$ cat src/rtl/forward_scoreboard.sv
// In-flight destination tracker: selects the nearest bypass stage per
// source operand and raises load-use and HI/LO multiply stalls.
module forward_scoreboard #(
  parameter  int NUM_SRC = 2,
  parameter  int DEPTH   = 3,
  parameter  int ADDR_W  = 6,
  parameter  int MUL_LAT = 4,
  localparam int SEL_W   = $clog2(DEPTH + 1)
) (
  input  logic                      clk,
  input  logic                      rst,
  input  logic                      flush,
  input  logic                      issue_valid,
  input  logic                      issue_regwrite,
  input  logic [ADDR_W-1:0]         issue_dst,
  input  logic                      issue_is_load,
  input  logic                      issue_is_mult,
  input  logic [NUM_SRC*ADDR_W-1:0] src_addr,
  output logic [NUM_SRC*SEL_W-1:0]  fwd_sel,
  output logic                      stall,
  output logic                      mult_busy
);

  localparam int MW = $clog2(MUL_LAT + 1);
  localparam logic [ADDR_W-1:0] HI   = ADDR_W'(32);
  localparam logic [ADDR_W-1:0] LO   = ADDR_W'(33);
  localparam logic [ADDR_W-1:0] PAIR = ADDR_W'(34);

  logic [DEPTH:1]             ent_v;
  logic [DEPTH:1]             ent_ld;
  logic [DEPTH:1][ADDR_W-1:0] ent_dst;
  logic [MW-1:0]              mcnt;

  logic                       busy;
  logic                       stall_raw;
  logic                       ins;
  logic                       mult_go;
  logic [NUM_SRC*SEL_W-1:0]   sel_d;

  assign busy = (mcnt != '0);

  always_comb begin
    logic [ADDR_W-1:0] src;
    logic [SEL_W-1:0]  sel;
    logic              hit_ld;
    stall_raw = issue_valid & issue_is_mult & busy;
    sel_d     = '0;
    for (int i = 0; i < NUM_SRC; i++) begin
      src    = src_addr[i*ADDR_W +: ADDR_W];
      sel    = '0;
      hit_ld = 1'b0;
      // scan oldest to youngest so the nearest match is left standing
      for (int k = DEPTH; k >= 1; k--) begin
        if (src != '0 && ent_v[k] &&
            (ent_dst[k] == src ||
             (ent_dst[k] == PAIR && (src == HI || src == LO)))) begin
          sel    = SEL_W'(k);
          hit_ld = ent_ld[k] && (k == 1);
        end
      end
      if (hit_ld)
        stall_raw = 1'b1;
      if (busy && (src == HI || src == LO || src == PAIR))
        stall_raw = 1'b1;
      sel_d[i*SEL_W +: SEL_W] = sel;
    end
  end

  assign fwd_sel   = rst ? '0 : sel_d;
  assign stall     = rst ? 1'b0 : stall_raw;
  assign mult_busy = rst ? 1'b0 : busy;

  assign mult_go = issue_valid & issue_is_mult & ~stall_raw & ~flush;
  assign ins     = issue_valid & issue_regwrite & ~issue_is_mult &
                   ~stall_raw & ~flush & (issue_dst != '0);

  always_ff @(posedge clk) begin
    if (rst || flush) begin
      ent_v  <= '0;
      ent_ld <= '0;
      mcnt   <= '0;
    end else begin
      for (int k = DEPTH; k >= 2; k--) begin
        ent_v[k]  <= ent_v[k-1];
        ent_ld[k] <= ent_ld[k-1];
      end
      ent_v[1]  <= ins;
      ent_ld[1] <= ins & issue_is_load;
      if (mult_go)
        mcnt <= MW'(MUL_LAT);
      else if (busy)
        mcnt <= mcnt - 1'b1;
    end
  end

  always_ff @(posedge clk) begin
    for (int k = DEPTH; k >= 2; k--)
      ent_dst[k] <= ent_dst[k-1];
    ent_dst[1] <= issue_dst;
  end

endmodule
$ cat config.mk
export PLATFORM = sky130hd
export DESIGN_NAME = forward_scoreboard
export DESIGN_NICKNAME = d
export VERILOG_FILES = /design/src/rtl/forward_scoreboard.sv
export SDC_FILE = /design/constraint.sdc
export NUM_CORES = 1
export LEC_CHECK = 0
export ABC_CLOCK_PERIOD_IN_PS = 1800
export BUFFER_PORTS_ARGS = -buffer_cell sky130_fd_sc_hd__buf_2
export CAP_MARGIN = 25
export CORE_MARGIN = 2
export CORE_UTILIZATION = 40
export DETAILED_ROUTE_END_ITERATION = 16
export SYNTH_ARGS = -nofsm -noshare
export SYNTH_HDL_FRONTEND = slang
export SYNTH_SLANG_ARGS = --single-unit
export TNS_END_PERCENT = 50
$ cat constraint.sdc
create_clock -name clk -period 1.8 [get_ports clk]
set_input_delay 0.09 -clock clk [delete_from_list [all_inputs] [get_ports clk]]
set_output_delay 0.09 -clock clk [all_outputs]
set_load 0.05 [all_outputs]
# [After elaboration in Yosys (flattened, before gate mapping)]
# Index checks and enable logic that the tools add are counted.
[op_classes] n_addsub=1 n_eq_ne=15 muxes=17 bitwise_logic=13 reduce_logical=37
[op_table] cell="$eq 6x6->1 const B" count=9
[op_table] cell="$eq 6x6->1" count=6
[op_table] cell="$logic_and 1x1->1" count=20
[op_table] cell="$reduce_bool 6->1" count=3
[op_table] cell="$mux 2" count=6
[op_table] cell="$logic_or 1x1->1" count=11
[op_table] cell="$and 1x1->1" count=10
[op_table] cell="$mux 1" count=8
[op_table] cell="$mux 3" count=2
[op_table] cell="$mux 4" count=1
[op_table] cell="$not 1->1" count=3
[op_table] cell="$reduce_bool 3->1" count=1
[op_table] cell="$sub 3x1->3 const B" count=1
[op_table] cell="$reduce_bool 2->1" count=1
[op_table] cell="$reduce_or 2->1" count=1
[word_totals] ff_bits=25 in_bits=25 output_inout_bits=6 wordCells=90

# [Logic depth before layout (Yosys ltp)]
# Gate-level depths: netlist of run 1.
[logic_depth] depth_word=15 depth_mapped=6 mapped_depth_nobuf=6

# [Worst setup path after synthesis of run 1]
# OpenSTA, ideal clock, no wires.
[synth_timing] path_type="register to output" start="reg ent_dst[12] (netlist bit)" end="out fwd_sel[0]" t_arrival_ps=2503 required_time_ps=1710 path_slack_ps=-793 stages_incl_launch_ff=5 n_path_buf=0 cell_sequence="dfxtp_1 or4b_2 nor4_1 o221ai_1 a21boi_0"
[synth_between] elab_chain_cells=8 word_cells_on_any_way=9 classes_between="eq/ne (2); mux (4); reduce/logical (3)"
[synth_rtl] item="from (decl)" line="31" text="logic [DEPTH:1][ADDR_W-1:0] ent_dst;"
[synth_rtl] item="from (signal, indexed assignment)" line="98" text="ent_dst[k] <= ent_dst[k-1];"
[synth_rtl] item="$eq 6x6->1" line="56" text="(ent_dst[k] == PAIR && (src == HI || src == LO)))) begin"
[synth_rtl] item="$logic_and 1x1->1" line="56"
[synth_rtl] item="$logic_or 1x1->1 *" line="55" text="(ent_dst[k] == src ||"
[synth_rtl] item="$logic_and 1x1->1 *" line="54" text="if (src != '0 && ent_v[k] &&"
[synth_rtl] item="$mux 2 * (3 in a row)" line="54"
[synth_rtl] item="$mux 4 *" line="69" text="assign fwd_sel = rst ? '0 : sel_d;"
[synth_rtl] item="to (decl)" line="19" text="output logic [NUM_SRC*SEL_W-1:0] fwd_sel,"
# Every way passes the cells marked *; elsewhere a longest branch is shown, timed or not.

# [Worst setup path after layout of run 1]
[layout_timing] start="reg ent_dst[2] (netlist bit)" end="out stall"
[layout_between] elab_chain_cells=10 word_cells_on_any_way=16 classes_between="eq/ne (3); mux (7); reduce/logical (6)"
[layout_rtl] item="$eq 6x6->1" line="56"
[layout_rtl] item="$logic_and 1x1->1" line="56"
[layout_rtl] item="$logic_or 1x1->1" line="55"
[layout_rtl] item="$logic_and 1x1->1" line="54"
[layout_rtl] item="$mux 1" line="54"
[layout_rtl] item="$mux 1" line="61" text="if (hit_ld)"
[layout_rtl] item="$mux 1" line="63" text="if (busy && (src == HI || src == LO || src == PAIR))"
[layout_rtl] item="$mux 1 *" line="61"
[layout_rtl] item="$mux 1 *" line="63"
[layout_rtl] item="$mux 1 *" line="70" text="assign stall = rst ? 1'b0 : stall_raw;"
[layout_rtl] item="to (decl)" line="20" text="output logic stall,"
# Marks and branches as above.

==> flow_summary.toml, run 1 <==
[layout]
fin_cells = 265
num_antenna_cells = 0
fin_nets = 247
areaGrowthSynthToFinish_pct = 43.4
fillers = 286
regArea_um2 = 504
multi_input_area_um2 = 995
drive_above_1_share_pct = 40.2

[routing]
drt_wl_total_um = 4030
vias_per_cell = 5.19
ant_nets = 0
drt_iter0_drc = 33
dr.pass1.iters = 4
vias = 1376
wl_per_cell_um = 15.2
drc = 0

[power]
fin_total_pwr_uw = 1140
vdd_drop_max_mv = 0.426
power.leakage_uw = 0.000833
p_per_area_nw_per_um2 = 557

[global_route]
first_global_vias = 1486
grt.total_usage_pct = 20.7
grt_max_degree = 16
antenna_found_initial = 0
overflow = 0
grt_pass1_wl_um = 6620

[die]
die-area_um2 = 4060
core_area_um2 = 3390
dieWidth_um = 63.7
initial_utilization_pct = 42.1
rows = 21
die_height_um = 63.7
ioPinCount = 31

[logic_synthesis]
synthCells = 157
yosysUniqueCellTypes = 44
synth_ff_type = "dfxtp_1"
synth.cell_area_um2 = 1430
synth_area_per_cell_um2 = 9.09
synth.net_count = 184
synth_edf_count = 0
ys_ff_latch = 25
async_flop_share_pct = 0
seq_area_frac_synth_pct = 35.1
yosysWarnings = 0

[hold_path]
hp-class = "in2reg"

[worst_setup_path]
crit_type = "reg2out"
arrival_ns = 2.23
start_kind = "register"
crit_buf_inv = 2
crit_chain = "or4b_4 -> buf_4 -> nor4_4 -> a22oi_2 -> o221a_2 -> nor2_4 -> buf_6"
slowest_delay_ns = 0.57
cp_slowest_cell = "or4b_4"
cp.required_ns = 1.71
end_kind = "output pin"
cp_max_fo = 3
crit_family = "simple AND/OR/NAND/NOR gates"

[sta]
fin_crit_ns = 2.32
hold_viol_final = 0
slew_headroom_pct = 68.4
timing.fmax_mhz = 431
rsz0062_at_grt = "yes"
setup_viol = 10
setup_slack_ns = -0.521
maxSlewViolCount = 0
fin_crit_sh_pct = 129
worst_pin_slew_ns = 0.471
whs_ns = 0.0758
skew_ns = 0.00646
finalSetupTns_ns = -3.11

[run]
cap_violations = 0

[clocking]
clockBufferDepth = 2
clk_latency_ns = 0.32
cts_tree = "built"
cts-root-buf = "clkbuf_4"
cts_htree_levels = 1
cts.sinks = 25
cts_buffers = 3
clk_pin_slew_ns = 0.14

[placed_design]
post-place-cells = 252
io_buffers = 30
hpwl_um = 3120
gp_congestion = 0.883

[run_status]
status = "complete, but fails checks"
violations = "setup timing"
## worst paths after layout
path,start,end,slack [ns],depth (start not counted)
max,ent_dst[2]$_DFF_P_,stall,-0.52,7
min,rst,ent_v[3]$_SDFF_PP0_,0.08,2
max reg2reg,ent_dst[2]$_DFF_P_,mcnt[2]$_SDFFE_PP0P_,-0.26,7
min reg2reg,ent_dst[10]$_DFF_P_,ent_dst[16]$_DFF_P_,0.41,0
## stage by stage
step | worst slack, ns | cell area [um2] | utilization [%]
floorplan | -0.0930 | 1460 | -
global placement | -0.172 | 1820 | 53.6
detailed placement | -0.253 | 1820 | 53.6
CTS | -0.488 | 1990 | 58.7
global route | -0.594 | 2050 | 60.4
finish | -0.521 | 2050 | 60.4
## logic make-up (layout without fill, tap and decap cells)
kind of cell	Yosys count	count (layout)	synth area share (%)
adders and majority gates	2	2	1.75
xor gates and xnor gates	36	36	22.1
AOI/OAI and AO/OA	22	22	10.6
DFF	25	25	35.1
and+or+nand+nor	63	63	26.8
buffers and inverters	8	70	2.89
muxes	1	1	0.789
## state kept, by name, indices dropped and copies added (netlist names)
register	count
ent_dst	18
ent_v	3
mcnt	3
ent_ld	1
## worst register-to-register path: stages (launching register included)
cell and delay [ns]:
dfxtp_2 0.35, or4b_4 0.57, buf_4 0.17, nor4_4 0.14, a22oi_2 0.13, buf_4 0.19, o22a_2 0.22, a22o_1 0.21
## routing by layer
metal,track usage [%],share of wire (%),up-vias
met5,0,0,-
met4,5.16,0.65,0
met3,2.64,3.5,2
met2,38.7,54,34
met1,24.8,42,654
li1,-,-,686
## cell usage in the layout, fill, tap and decap left out, drive strengths merged, types with 2 or more instances in the layout
cell type / n
inv: 3
dlygate4sd3: 8
a21oi: 9
and2: 3
nand3: 3
xnor2: 6
clkbuf: 3
ha: 2
nor4: 12
nor3: 7
nand2: 8
or4b: 5
dfxtp: 25
xor2: 30
nor2b: 2
or4: 2
buf: 55
nor2: 10
nand2b: 4
and3: 2
## report_power, final
part,internal (uW),switching (uW),total (uW),leakage [uW]
clock network,85.0,172,257,0.0000139
logic,135,152,287,0.000611
registers,580,17.0,597,0.000209
total,800,341,1140,0.000833
## Yosys cell counts, types with 2 or more instances
| cell type | instances | area share, % |
|---|---|---|
| dfxtp_1 | 25 | 35 |
| nand2b_1 | 4 | 1.8 |
| and2_1 | 2 | 0.88 |
| ha_1 | 2 | 1.8 |
| nor3_1 | 7 | 2.5 |
| or4b_1 | 2 | 1.4 |
| nand2_1 | 8 | 2.1 |
| nor2_1 | 10 | 2.6 |
| nor2b_1 | 2 | 0.88 |
| clkbuf_1 | 3 | 0.79 |
| inv_1 | 3 | 0.79 |
| xnor2_1 | 6 | 3.7 |
| and3_1 | 2 | 0.88 |
| nor4_1 | 11 | 4.8 |
| nand3_1 | 3 | 1.1 |
| xor2_1 | 30 | 18 |
| a21oi_1 | 9 | 3.2 |
| or4b_4 | 2 | 1.9 |
## area by class of cell
type,instances,area share (%)
clock buffer,3,1.10
multi-input combinational,124,48.6
inverter,3,0.550
tap,46,2.81
clock inverter,1,0.367
sequential,25,24.6
timing repair buffer,63,21.9
## what timing repair did
item | in CTS | in global routing
hold buffers | 8 | 0
setup endpoints to repair | 8 | 10
resized for setup | 15 | 10
endpoints found under the hold margin | 8 | 0
buffers inserted | 0 | 1
pin swaps | 5 | 3
No activity file was read; power rests on OpenSTA's default activity.
==> inputs of run 2 (changes only) <==
- RECOVER_POWER: unset -> 100
==> flow_summary.toml, run 2 (synthesis gave the netlist of run 1 again) <==
[sta]
skew_ns = 0.00425
hold_viol_final = 0
setup_slack_ns = -0.518
finalSetupTns_ns = -3.09
maxSlewViolCount = 0
fin_crit_sh_pct = 129
setup_viol = 10
timing.fmax_mhz = 431
rsz0062_at_grt = "yes"
worst_pin_slew_ns = 0.471
slew_headroom_pct = 68.4
whs_ns = 0.0726
fin_crit_ns = 2.32

[routing]
drt_iter0_drc = 33
vias_per_cell = 5.20
wl_per_cell_um = 15.2
dr.pass1.iters = 4
ant_nets = 0
vias = 1377
drc = 0
drt_wl_total_um = 4040

[power]
power.leakage_uw = 0.000803
p_per_area_nw_per_um2 = 561
vdd_drop_max_mv = 0.424
swShare_pct = 30.0
combPwrFrac_pct = 24.7
p_sw_uw = 340
seqPwrFrac_pct = 52.7
clkPwrFrac_pct = 22.6
internal_power_uw = 793

[run_status]
violations = "setup timing"
status = "complete, but fails checks"

[layout]
fin_nets = 247
reg.largest.list = "ent_dst x18, ent_v x3, mcnt x3"
drive_above_1_share_pct = 35.6
fillers = 302
num_antenna_cells = 0
largest_register_ffs = 18
multi_input_area_um2 = 995
final_cell_mix = "30 x xor2_1, 23 x dfxtp_1, 20 x buf_2, 19 x buf_4"
final_core_util_pct = 59.6
regMostFlops = "ent_dst"
final_common_cell = "xor2_1"
regArea_um2 = 503
areaGrowthSynthToFinish_pct = 41.5
fin_area_um2 = 2020

[global_route]
antenna_found_initial = 0
grt_pass1_wl_um = 6620
grt.total_usage_pct = 20.7
grt_max_degree = 16
first_global_vias = 1486
overflow = 0

[hold_path]
hp-class = "in2reg"
hp-start = "rst"

[clocking]
cts.sinks = 25
cts_htree_levels = 1
clk_latency_ns = 0.32
clockBufferDepth = 2
cts-root-buf = "clkbuf_4"
clk_pin_slew_ns = 0.14
cts_tree = "built"
cts_buffers = 3

[worst_setup_path]
slowest_delay_ns = 0.57
cp_slowest_cell = "or4b_4"
end_kind = "output pin"
cp.required_ns = 1.71
crit-reg2reg-launch = "ent_dst[2]$_DFF_P_"
crit_chain = "or4b_4 -> buf_4 -> nor4_4 -> a22oi_2 -> o221a_2 -> nor2_4 -> buf_6"
arrival_ns = 2.23
startpoint = "ent_dst[2]$_DFF_P_"
cp_max_fo = 3
crit_type = "reg2out"
start_kind = "register"

[run]
cap_violations = 0

[die]
core_area_um2 = 3390
ioPinCount = 31
dieWidth_um = 63.7
die-area_um2 = 4060
rows = 21
initial_utilization_pct = 42.1
die_height_um = 63.7

[placed_design]
gp_congestion = 0.883
placed_area_um2 = 1820
io_buffers = 30
post-place-ws_ns = -0.253
hpwl_um = 3120
==> run 2: metrics by stage <==
stage | total power, uW | instances
after global placement | 857 | 252
after floorplan | 750 | 157
after global routing | 1190 | 265
final | 1130 | 265
after detailed placement | 864 | 252
after CTS | 1140 | 264
==> run 2: layout make-up <==
class                   instances  share of cell area (%)
clock buffers                   3                    1.12
inverters                       3                   0.558
well taps                      46                    2.85
repair buffers                 63                    20.9
clock inverters                 1                   0.372
multi-input cells             124                    49.3
flip-flops and latches         25                    24.9
==> run 2: worst paths after layout <==
| path | slack [ns] | depth (start not counted) | endpoint |
|---|---|---|---|
| hold / removal | 0.07 | 2 | ent_v[3]$_SDFF_PP0_ |
| setup / recovery | -0.52 | 7 | stall |
| hold reg to reg | 0.41 | 0 | ent_dst[16]$_DFF_P_ |
| setup reg to reg | -0.25 | 7 | mcnt[2]$_SDFFE_PP0P_ |
==> run 2: critical path: cells and delay by family, from the launching register on <==
family / cells / cell delay [ns]
AO/OA/AOI/OAI: 2 / 0.44
buffers and inverters: 2 / 0.32
flip-flops: 1 / 0.35
AND/OR/NAND/NOR: 3 / 0.80
==> run 2: what timing repair did <==
action,CTS,global route
cloned,0,0
buffers inserted,0,1
resized for setup,15,10
hold buffers,8,0
pin swaps,5,3
setup endpoints to repair,8,10
hold endpoints to repair,8,0
==> run 2: routing by layer <==
| metal | vias to the layer above | track usage [%] | routed length [um] |
|---|---|---|---|
| met5 | - | 0 | 0 |
| met3 | 2 | 2.64 | 134 |
| met4 | 0 | 5.16 | 26 |
| met2 | 38 | 38.7 | 2160 |
| li1 | 687 | - | - |
| met1 | 650 | 24.8 | 1720 |
==> run 2: power by group through the flow <==
| stage | clock, uW | sequential (uW) | combinational (uW) |
|---|---|---|---|
| after global routing | 287 | 600 | 306 |
| after detailed placement | 0 | 609 | 254 |
| final | 256 | 597 | 280 |
| after CTS | 267 | 597 | 274 |
| after floorplan | 0 | 614 | 136 |
| after global placement | 0 | 608 | 248 |
